--- config.mk ---
export PLATFORM = sky130hd
export DESIGN_NAME = stream_grabber
export DESIGN_NICKNAME = d
export VERILOG_FILES = /design/src/rtl/stream_grabber.sv
export SDC_FILE = /design/constraint.sdc
export NUM_CORES = 1
export LEC_CHECK = 0
export ABC_CLOCK_PERIOD_IN_PS = 5000
export BUFFER_PORTS_ARGS = -buffer_cell sky130_fd_sc_hd__buf_2
export CORE_MARGIN = 8
export CORE_UTILIZATION = 51
export DETAILED_ROUTE_END_ITERATION = 12
export HOLD_SLACK_MARGIN = 0.03
export PLACE_DENSITY = 0.76
export SYNTH_ARGS = -nofsm -noshare
export SYNTH_HDL_FRONTEND = slang
export SYNTH_SLANG_ARGS = --single-unit
export TNS_END_PERCENT = 10
--- constraint.sdc ---
create_clock -name clk -period 5 [get_ports clk]
set_input_delay 0.5 -clock clk [delete_from_list [all_inputs] [get_ports clk]]
set_output_delay 0.5 -clock clk [all_outputs]
set_load 0.01 [all_outputs]
--- src/rtl/stream_grabber.sv ---
`default_nettype none
// ============================================================================
// Module      : stream_grabber
// Description : Circular capture of a sample stream with a byte-wide dump,
//               oldest sample first, MSB first, over a valid/ready link.
// Revision    : 1.0 - initial release
// ============================================================================
module stream_grabber #(
    parameter int DAT_WIDTH = 72,
    parameter int ADDR_BITS = 4
) (
    input  logic                 clk,
    input  logic                 arst,
    input  logic [DAT_WIDTH-1:0] data_in,
    input  logic                 data_in_valid,
    input  logic                 start_harvest,
    output logic                 reporting,
    output logic [7:0]           byte_out,
    output logic                 byte_out_valid,
    input  logic                 byte_out_ready
);

    localparam int c_BPW   = DAT_WIDTH / 8;
    localparam int c_DEPTH = 1 << ADDR_BITS;
    localparam int c_IDX_W = (c_BPW > 1) ? $clog2(c_BPW) : 1;

    localparam logic [ADDR_BITS:0] c_FULL     = {1'b1, {ADDR_BITS{1'b0}}};
    localparam logic [c_IDX_W-1:0] c_LAST_IDX = c_IDX_W'(c_BPW - 1);

    localparam logic [1:0] S_CAPTURE = 2'd0;
    localparam logic [1:0] S_LOAD    = 2'd1;
    localparam logic [1:0] S_SHIFT   = 2'd2;
    localparam logic [1:0] S_DONE    = 2'd3;

    logic [DAT_WIDTH-1:0] r_mem [c_DEPTH];

    logic [1:0]           r_state;
    logic [ADDR_BITS-1:0] r_wr_ptr;
    logic [ADDR_BITS:0]   r_count;
    logic [ADDR_BITS-1:0] r_rd_ptr;
    logic [ADDR_BITS:0]   r_words;
    logic [c_IDX_W-1:0]   r_byte_idx;
    logic [DAT_WIDTH-1:0] r_shift;
    logic                 r_reporting;
    logic                 r_valid;

    logic                 w_wr_en;
    logic [ADDR_BITS-1:0] w_wr_ptr_nxt;
    logic [ADDR_BITS:0]   w_count_nxt;
    logic [ADDR_BITS-1:0] w_rd_start;
    logic                 w_xfer;

    assign w_wr_en      = (r_state == S_CAPTURE) && data_in_valid;
    assign w_wr_ptr_nxt = w_wr_en ? (r_wr_ptr + ADDR_BITS'(1)) : r_wr_ptr;
    assign w_count_nxt  = (w_wr_en && (r_count != c_FULL)) ?
                          (r_count + (ADDR_BITS + 1)'(1)) : r_count;
    // Oldest address, taking a same-cycle write into account; at full
    // occupancy the low bits of the count are zero so this is the write pointer.
    assign w_rd_start   = w_wr_ptr_nxt - w_count_nxt[ADDR_BITS-1:0];
    assign w_xfer       = r_valid && byte_out_ready;

    // Sample memory: one write port, one registered read port, no reset.
    always_ff @(posedge clk) begin
        if (w_wr_en) begin
            r_mem[r_wr_ptr] <= data_in;
        end
    end

    always_ff @(posedge clk or posedge arst) begin
        if (arst) begin
            r_state     <= S_CAPTURE;
            r_wr_ptr    <= '0;
            r_count     <= '0;
            r_rd_ptr    <= '0;
            r_words     <= '0;
            r_byte_idx  <= '0;
            r_shift     <= '0;
            r_reporting <= 1'b0;
            r_valid     <= 1'b0;
        end else begin
            case (r_state)
                S_CAPTURE: begin
                    r_wr_ptr <= w_wr_ptr_nxt;
                    r_count  <= w_count_nxt;
                    if (start_harvest) begin
                        r_state     <= S_LOAD;
                        r_rd_ptr    <= w_rd_start;
                        r_words     <= w_count_nxt;
                        r_reporting <= 1'b1;
                    end
                end

                S_LOAD: begin
                    if (r_words == '0) begin
                        r_state <= S_DONE;
                    end else begin
                        r_shift    <= r_mem[r_rd_ptr];
                        r_byte_idx <= '0;
                        r_valid    <= 1'b1;
                        r_state    <= S_SHIFT;
                    end
                end

                S_SHIFT: begin
                    if (w_xfer) begin
                        if (r_byte_idx == c_LAST_IDX) begin
                            r_valid <= 1'b0;
                            r_words <= r_words - (ADDR_BITS + 1)'(1);
                            if (r_words == (ADDR_BITS + 1)'(1)) begin
                                r_state <= S_DONE;
                            end else begin
                                r_rd_ptr <= r_rd_ptr + ADDR_BITS'(1);
                                r_state  <= S_LOAD;
                            end
                        end else begin
                            r_shift    <= r_shift << 8;
                            r_byte_idx <= r_byte_idx + c_IDX_W'(1);
                        end
                    end
                end

                default: begin
                    // Dump finished: drop the harvested samples, keep wr_ptr.
                    r_count     <= '0;
                    r_reporting <= 1'b0;
                    r_state     <= S_CAPTURE;
                end
            endcase
        end
    end

    assign reporting      = r_reporting;
    assign byte_out_valid = r_valid;
    assign byte_out       = r_shift[DAT_WIDTH-1 -: 8];

endmodule
`default_nettype wire

# After elaboration in Yosys (flattened, before gate mapping)

Memories as Yosys holds them, arrays and structs flattened.
Index checks and enable logic that the tools add are counted.

Logic and storage cells: 76
Output and inout bits: 10
Flip-flop bits (word level): 98
Bits in latches: 0
Input port bits: 77
ROM bits: 0
Bits in writable memories: 1152
Memories: 1

Memories:

| memory | depth | width | rd ports | clocked after Yosys merged registers in | write ports | line | text |
|---|---|---|---|---|---|---|---|
| r_mem  | 16    | 72    | 1        | 0                                       | 1           | 35   | `logic [DAT_WIDTH-1:0] r_mem [c_DEPTH];` |

Divide/modulo/power cells: 0
Multiply operators: 0
Shift-type cells: 0
Add/subtract/negate cells: 6
Reduce and logical (&&, ||, !) cells: 14
Bitwise operators: 1
Eq/ne operators: 11
Mux-type cells: 34
$lt $le $gt $ge: 0

Operator list:

| operator            | number |
|---|---|
| $mux 72             | 3 |
| $pmux 72 s2         | 1 |
| $mux 4              | 8 |
| $mux 5              | 4 |
| $pmux 5 s2          | 2 |
| $pmux 4 s2          | 2 |
| $add 4x1->4 const B | 3 |
| $ne 2x2->1 const B  | 6 |
| $reduce_and 4->1    | 3 |
| $mux 2              | 4 |
| $mux 1              | 7 |
| $pmux 2 s3          | 1 |
| $add 5x1->5 const B | 1 |
| $eq 5x1->1 const B  | 1 |
| $logic_not 5->1     | 1 |
| $ne 5x5->1 const B  | 1 |
| $reduce_and 5->1    | 1 |
| $sub 5x1->5 const B | 1 |
| $eq 4x4->1 const B  | 1 |
| $pmux 1 s2          | 2 |
| $reduce_bool 2->1   | 2 |
| $sub 4x4->4         | 1 |
| $logic_and 1x1->1   | 3 |
| $reduce_and 3->1    | 1 |
| other kinds (6)     | 6 |

# Depth between registers and ports, before layout

Word-level depth: 7
Depth in mapped cells: 12

# Least setup slack after synthesis

OpenSTA, ideal clock, no wires.

Path kind: reg2reg
Start: register r_state[0]
End: memory r_mem[10][0] (enable)
Stages on the path, launching flop included: 8
Data arrival time: 3.001 ns
Period minus slack after synthesis: 3.439 ns
Path slack: 1.561 ns
Cell sequence: dfrtp_1 inv_1 ha_1 and2_1 clkbuf_1 nand2_1 nor2_1 and2_1

Longest elaborated chain between the ends: 4

RTL lines:

| what                         | line | text |
|---|---|---|
| start: declaration           | 37   | `logic [1:0] r_state;` |
| start signal: assignment     | 71   | `r_state <= S_CAPTURE;` |
| start signal: assignment     | 86   | `r_state <= S_LOAD;` |
| start signal: assignment     | 95   | `r_state <= S_DONE;` |
| $logic_not 2->1              | 53   | `assign w_wr_en = (r_state == S_CAPTURE) && data_in_valid;` |
| $logic_and 1x1->1            | 53   |  |
| $mux 1                       | 64   | `if (w_wr_en) begin` |
| $mux 1 (implied by the code) | 65   | `r_mem[r_wr_ptr] <= data_in;` |
| end: declaration             | 35   |  |

Every way passes these cells.

# Final worst setup path

Start: register r_state[0]
End: register r_rd_ptr[3]

Longest elaborated chain between the ends: 7
Elaborated cells on any way between the ends: 15
Those cells by class: add/sub: 1; eq/ne: 5; mux: 4; reduce/logical: 5

RTL lines:

| what                   | line   | text |
|---|---|---|
| $logic_not 2->1        | 53, 81 |  |
| $logic_and 1x1->1      | 53     |  |
| $logic_and 1x1->1      | 55     | `assign w_count_nxt = (w_wr_en && (r_count != c_FULL)) ?` |
| $mux 5                 | 55     |  |
| $sub 4x4->4            | 59     | `assign w_rd_start = w_wr_ptr_nxt - w_count_nxt[ADDR_BITS-1:0];` |
| $mux 4                 | 85     | `if (start_harvest) begin` |
| $pmux 4 s2             | 81     | `case (r_state)` |
| end signal: assignment | 87     | `r_rd_ptr <= w_rd_start;` |
| end signal: assignment | 112    | `r_rd_ptr <= r_rd_ptr + ADDR_BITS'(1);` |
| end: declaration       | 40     | `logic [ADDR_BITS-1:0] r_rd_ptr;` |

Parallel ways exist; a longest one is shown, timed or not. The select of a mux whose other input is x is not followed.
A chain may end at the register's enable or synchronous reset.

==> results.json <==
{
  "tritoncts_num_sinks": 1250,
  "postSynth.asyncResetShare_pct": 7.84,
  "irDropWorstVdd_uv": 468,
  "root_buffer": "sky130_fd_sc_hd__clkbuf_16",
  "crit_type": "flip-flop to flip-flop",
  "ys_dominant_reg_cell": "sky130_fd_sc_hd__edfxtp_1",
  "initial_utilization_pct": 51.2,
  "post-dp-hpwl_um": 61100,
  "placementRows": 113,
  "synth.top_cell.area_share_pct": 71.6,
  "totalNegativeSetupSlack_ns": 0,
  "synth_seq_area_share_pct": 76.7,
  "drtPass1Iterations": 5,
  "drt.antenna.violating_nets": 0,
  "holdWs_ns": 0.135,
  "cp_data_arrival_time_ns": 3.94,
  "ff2ff_path_depth": 11,
  "postRouteWirelength_um": 110000,
  "path_cells": "inv_1 -> ha_1 -> and2_1 -> nand2b_1 -> xnor2_1 -> ha_1 -> inv_1 -> a311oi_1 -> o41ai_1 -> xnor2_1 -> a221oi_1",
  "synth_cell_area_um2": 48300,
  "slowest_stage_cell_on_the_critical_path": "sky130_fd_sc_hd__a221oi_1",
  "fin_cells": 3775,
  "netlist-cell-type-count": 46,
  "setup_viol_count_final": 0,
  "numCtsBuffers": 114,
  "worst-slew-pin-transition_ns": 1.14,
  "nNetsFinal": 2497,
  "grt_pass1_wl_um": 165000,
  "synth_top_family_by_area": "multiplexers",
  "outcome": "complete, no violations",
  "reg2reg_setup_slack_ns": 1.59,
  "yosysTopAreaCell": "sky130_fd_sc_hd__edfxtp_1",
  "timing.final.crit_period_ns": 3.41,
  "synthAdderAreaFrac_pct": 0.466,
  "path_max_fanout": 11,
  "cpPeakStageDelay_ns": 0.63,
  "die_area_um2": 105000,
  "skew_ns": 0.0400,
  "timing_max_transition_violations_final": 0,
  "critical_path.endpoint_type": "flip-flop",
  "post_drt_via_cell_ratio": 6.28,
  "drtIter0Drc": 2704,
  "worst-endpoint-required_ns": 5.53,
  "cell_with_the_most_instances_after_synthesis": "sky130_fd_sc_hd__edfxtp_1",
  "synth-edff-count": 1152,
  "netlist_instances": 2276,
  "setup_crit_start_kind": "flip-flop",
  "ios": 87,
  "timing.slew.headroom_pct": 24.3,
  "synth-compound-area-share_pct": 3.08,
  "endpoint": "r_rd_ptr[3]",
  "post_synth_main_area_contributors": "sky130_fd_sc_hd__edfxtp_1 (72%), sky130_fd_sc_hd__mux4_2 (15%), sky130_fd_sc_hd__dfrtp_1 (5.1%)",
  "multiplexer_share_of_the_synthesized_area_pct": 15.5,
  "post_synth_xor_area_fraction_pct": 0.199,
  "clock.fmax_mhz": 293,
  "tritoncts": "done",
  "clkLatencyLatePin_ns": 0.71,
  "pin_count_of_the_biggest_net_entering_global_routing": 82,
  "antenna_found_initial": 11,
  "grt_overflow": 0,
  "hold_path.class": "input port to flip-flop",
  "core_region_area_um2": 94400,
  "power_density_nw_per_um2": 556,
  "timing.final.hold_violations": 0,
  "via_count_of_the_first_global_routing_pass": 25000,
  "max_h_tree_level": 3,
  "cts_max_path_buffers": 3,
  "worst_setup_hold_path_clk_slew_ns": 0.07,
  "syn-num-nets": 2371,
  "yosys-top-cells-count": "sky130_fd_sc_hd__edfxtp_1 (1,152), sky130_fd_sc_hd__mux4_2 (324), sky130_fd_sc_hd__nand2_1 (141)",
  "drive_above_1_share_pct": 27.4,
  "drcViolationCount": 0,
  "dp.cells": 3550,
  "postSynthRegisterBits": 1250,
  "floorplan.die.width_um": 324,
  "die_height_um": 324,
  "fin_crit_sh_pct": 68.3,
  "power.static_leakage_nw": 17.4,
  "rsz0062_at_grt": "no",
  "max_cap_violations": 0,
  "synth.yosys.warnings": 0,
  "route.detailed.wl_per_inst_um": 29.2,
  "grt_use_total_pct": 21.2,
  "post_synth_and_or_nand_nor_area_fraction_pct": 2.60,
  "final.fill_count": 6626,
  "route.vias.total": 23700,
  "worst_r2r_startpoint": "r_state[0]",
  "post_synth.cell_area_avg_um2": 21.2,
  "worst_setup_path_startpoint": "r_state[0]",
  "place.gp.congestion": 0.814,
  "io_buffer_count": 86,
  "syn_to_final_growth_pct": 12.2,
  "rr_endpoint": "r_rd_ptr[3]"
}
-- timing repair --
item	CTS	global route
gates resized for setup	0	0
buffers inserted	0	0
endpoints found under the hold margin	14	0
endpoints found under the setup margin	0	0
hold buffers	1	0
-- logic make-up (layout without fill, tap and decap cells) --
logic type / count (synthesis) / count (layout)
other: 0 / 8
AOI/OAI and AO/OA: 226 / 226
adders and majority gates: 18 / 18
xor gates and xnor gates: 11 / 11
and+or+nand+nor: 277 / 277
DFF: 1250 / 1250
buffers and inverters: 153 / 379
muxes: 341 / 341
-- power breakdown --
| group | internal [W] | switching, W | total [W] |
|---|---|---|---|
| sequential | 0.0123 | 0.000674 | 0.0129 |
| clock | 0.00514 | 0.00383 | 0.00898 |
| combinational | 0.00369 | 0.00452 | 0.00821 |
-- final cells by class --
cell class | instances | area, µm² | share of cell area, %
clock buffer | 145 | 3150 | 5.81
multi-input combinational | 873 | 10600 | 19.6
clock inverter | 71 | 754 | 1.39
antenna | 8 | 20.0 | 0.0369
inverter | 17 | 68.8 | 0.127
sequential | 1250 | 37100 | 68.4
tap | 1265 | 1580 | 2.92
timing repair buffer | 146 | 958 | 1.77
-- through the flow --
stage          util, %  total power [W]  setup slack, ns  area, µm²
3_5_place_dp      53.2           0.0212             1.62      50300
6_report          57.4           0.0301             1.59      54200
5_1_grt           57.4           0.0312             1.26      54200
3_3_place_gp      53.2           0.0210             1.68      50300
4_1_cts           57.4           0.0303             1.57      54200
2_1_floorplan        -           0.0189             1.56      48300
-- worst min path at each step --
stage	slack [ns]	to	startpoint	depth (start not counted)
after floorplan	0.45	r_shift[36]	r_shift[36]	2
after global placement	0.47	r_shift[11]	r_shift[11]	2
after detailed placement	0.47	r_shift[56]	r_shift[56]	2
after CTS	0.1	byte_out_valid	byte_out_ready	4
after global routing	0.16	r_mem[2][24]	data_in[24]	1
final	0.14	byte_out_valid	byte_out_ready	4
-- per-layer routing --
metal	GRT usage (%)	up-vias	routed length, µm
met4	6.85	4	3360
li1	-	9691	-
met3	3.49	205	8650
met2	35.3	1219	55000
met5	0	-	25
met1	28.8	12600	43100
-- registers in the layout (all words and copies together) (netlist names), 2 cells and up --
signal,flops
r_words,5
r_mem,1152
r_wr_ptr,4
r_byte_idx,4
r_shift,72
r_state,2
r_count,5
r_rd_ptr,4
-- cell usage in the layout, fill, tap and decap left out, drive strengths merged, types with 5 or more instances in the layout --
master / instances
a211oi: 38
a21oi: 43
a22o: 11
a311oi: 36
and2: 15
and3: 7
buf: 145
bufinv: 13
clkbuf: 145
clkinv: 44
clkinvlp: 10
dfrtp: 98
diode: 8
edfxtp: 1152
ha: 18
inv: 21
mux2i: 15
mux4: 324
nand2: 141
nand3: 10
nor2: 45
nor2b: 39
nor3: 8
o21ai: 62
o22ai: 17
xnor2: 6
xor2: 5
-- critical path, delay by kind of cell (launching register included) --
kind	cells	cell delay (ns)
xor gates and xnor gates	2	0.31
AOI/OAI and AO/OA	3	1.03
DFF	1	0.42
buffers and inverters	2	0.26
adders and majority gates	2	0.59
and+or+nand+nor	2	0.61
(Power assumes the default switching activity.)
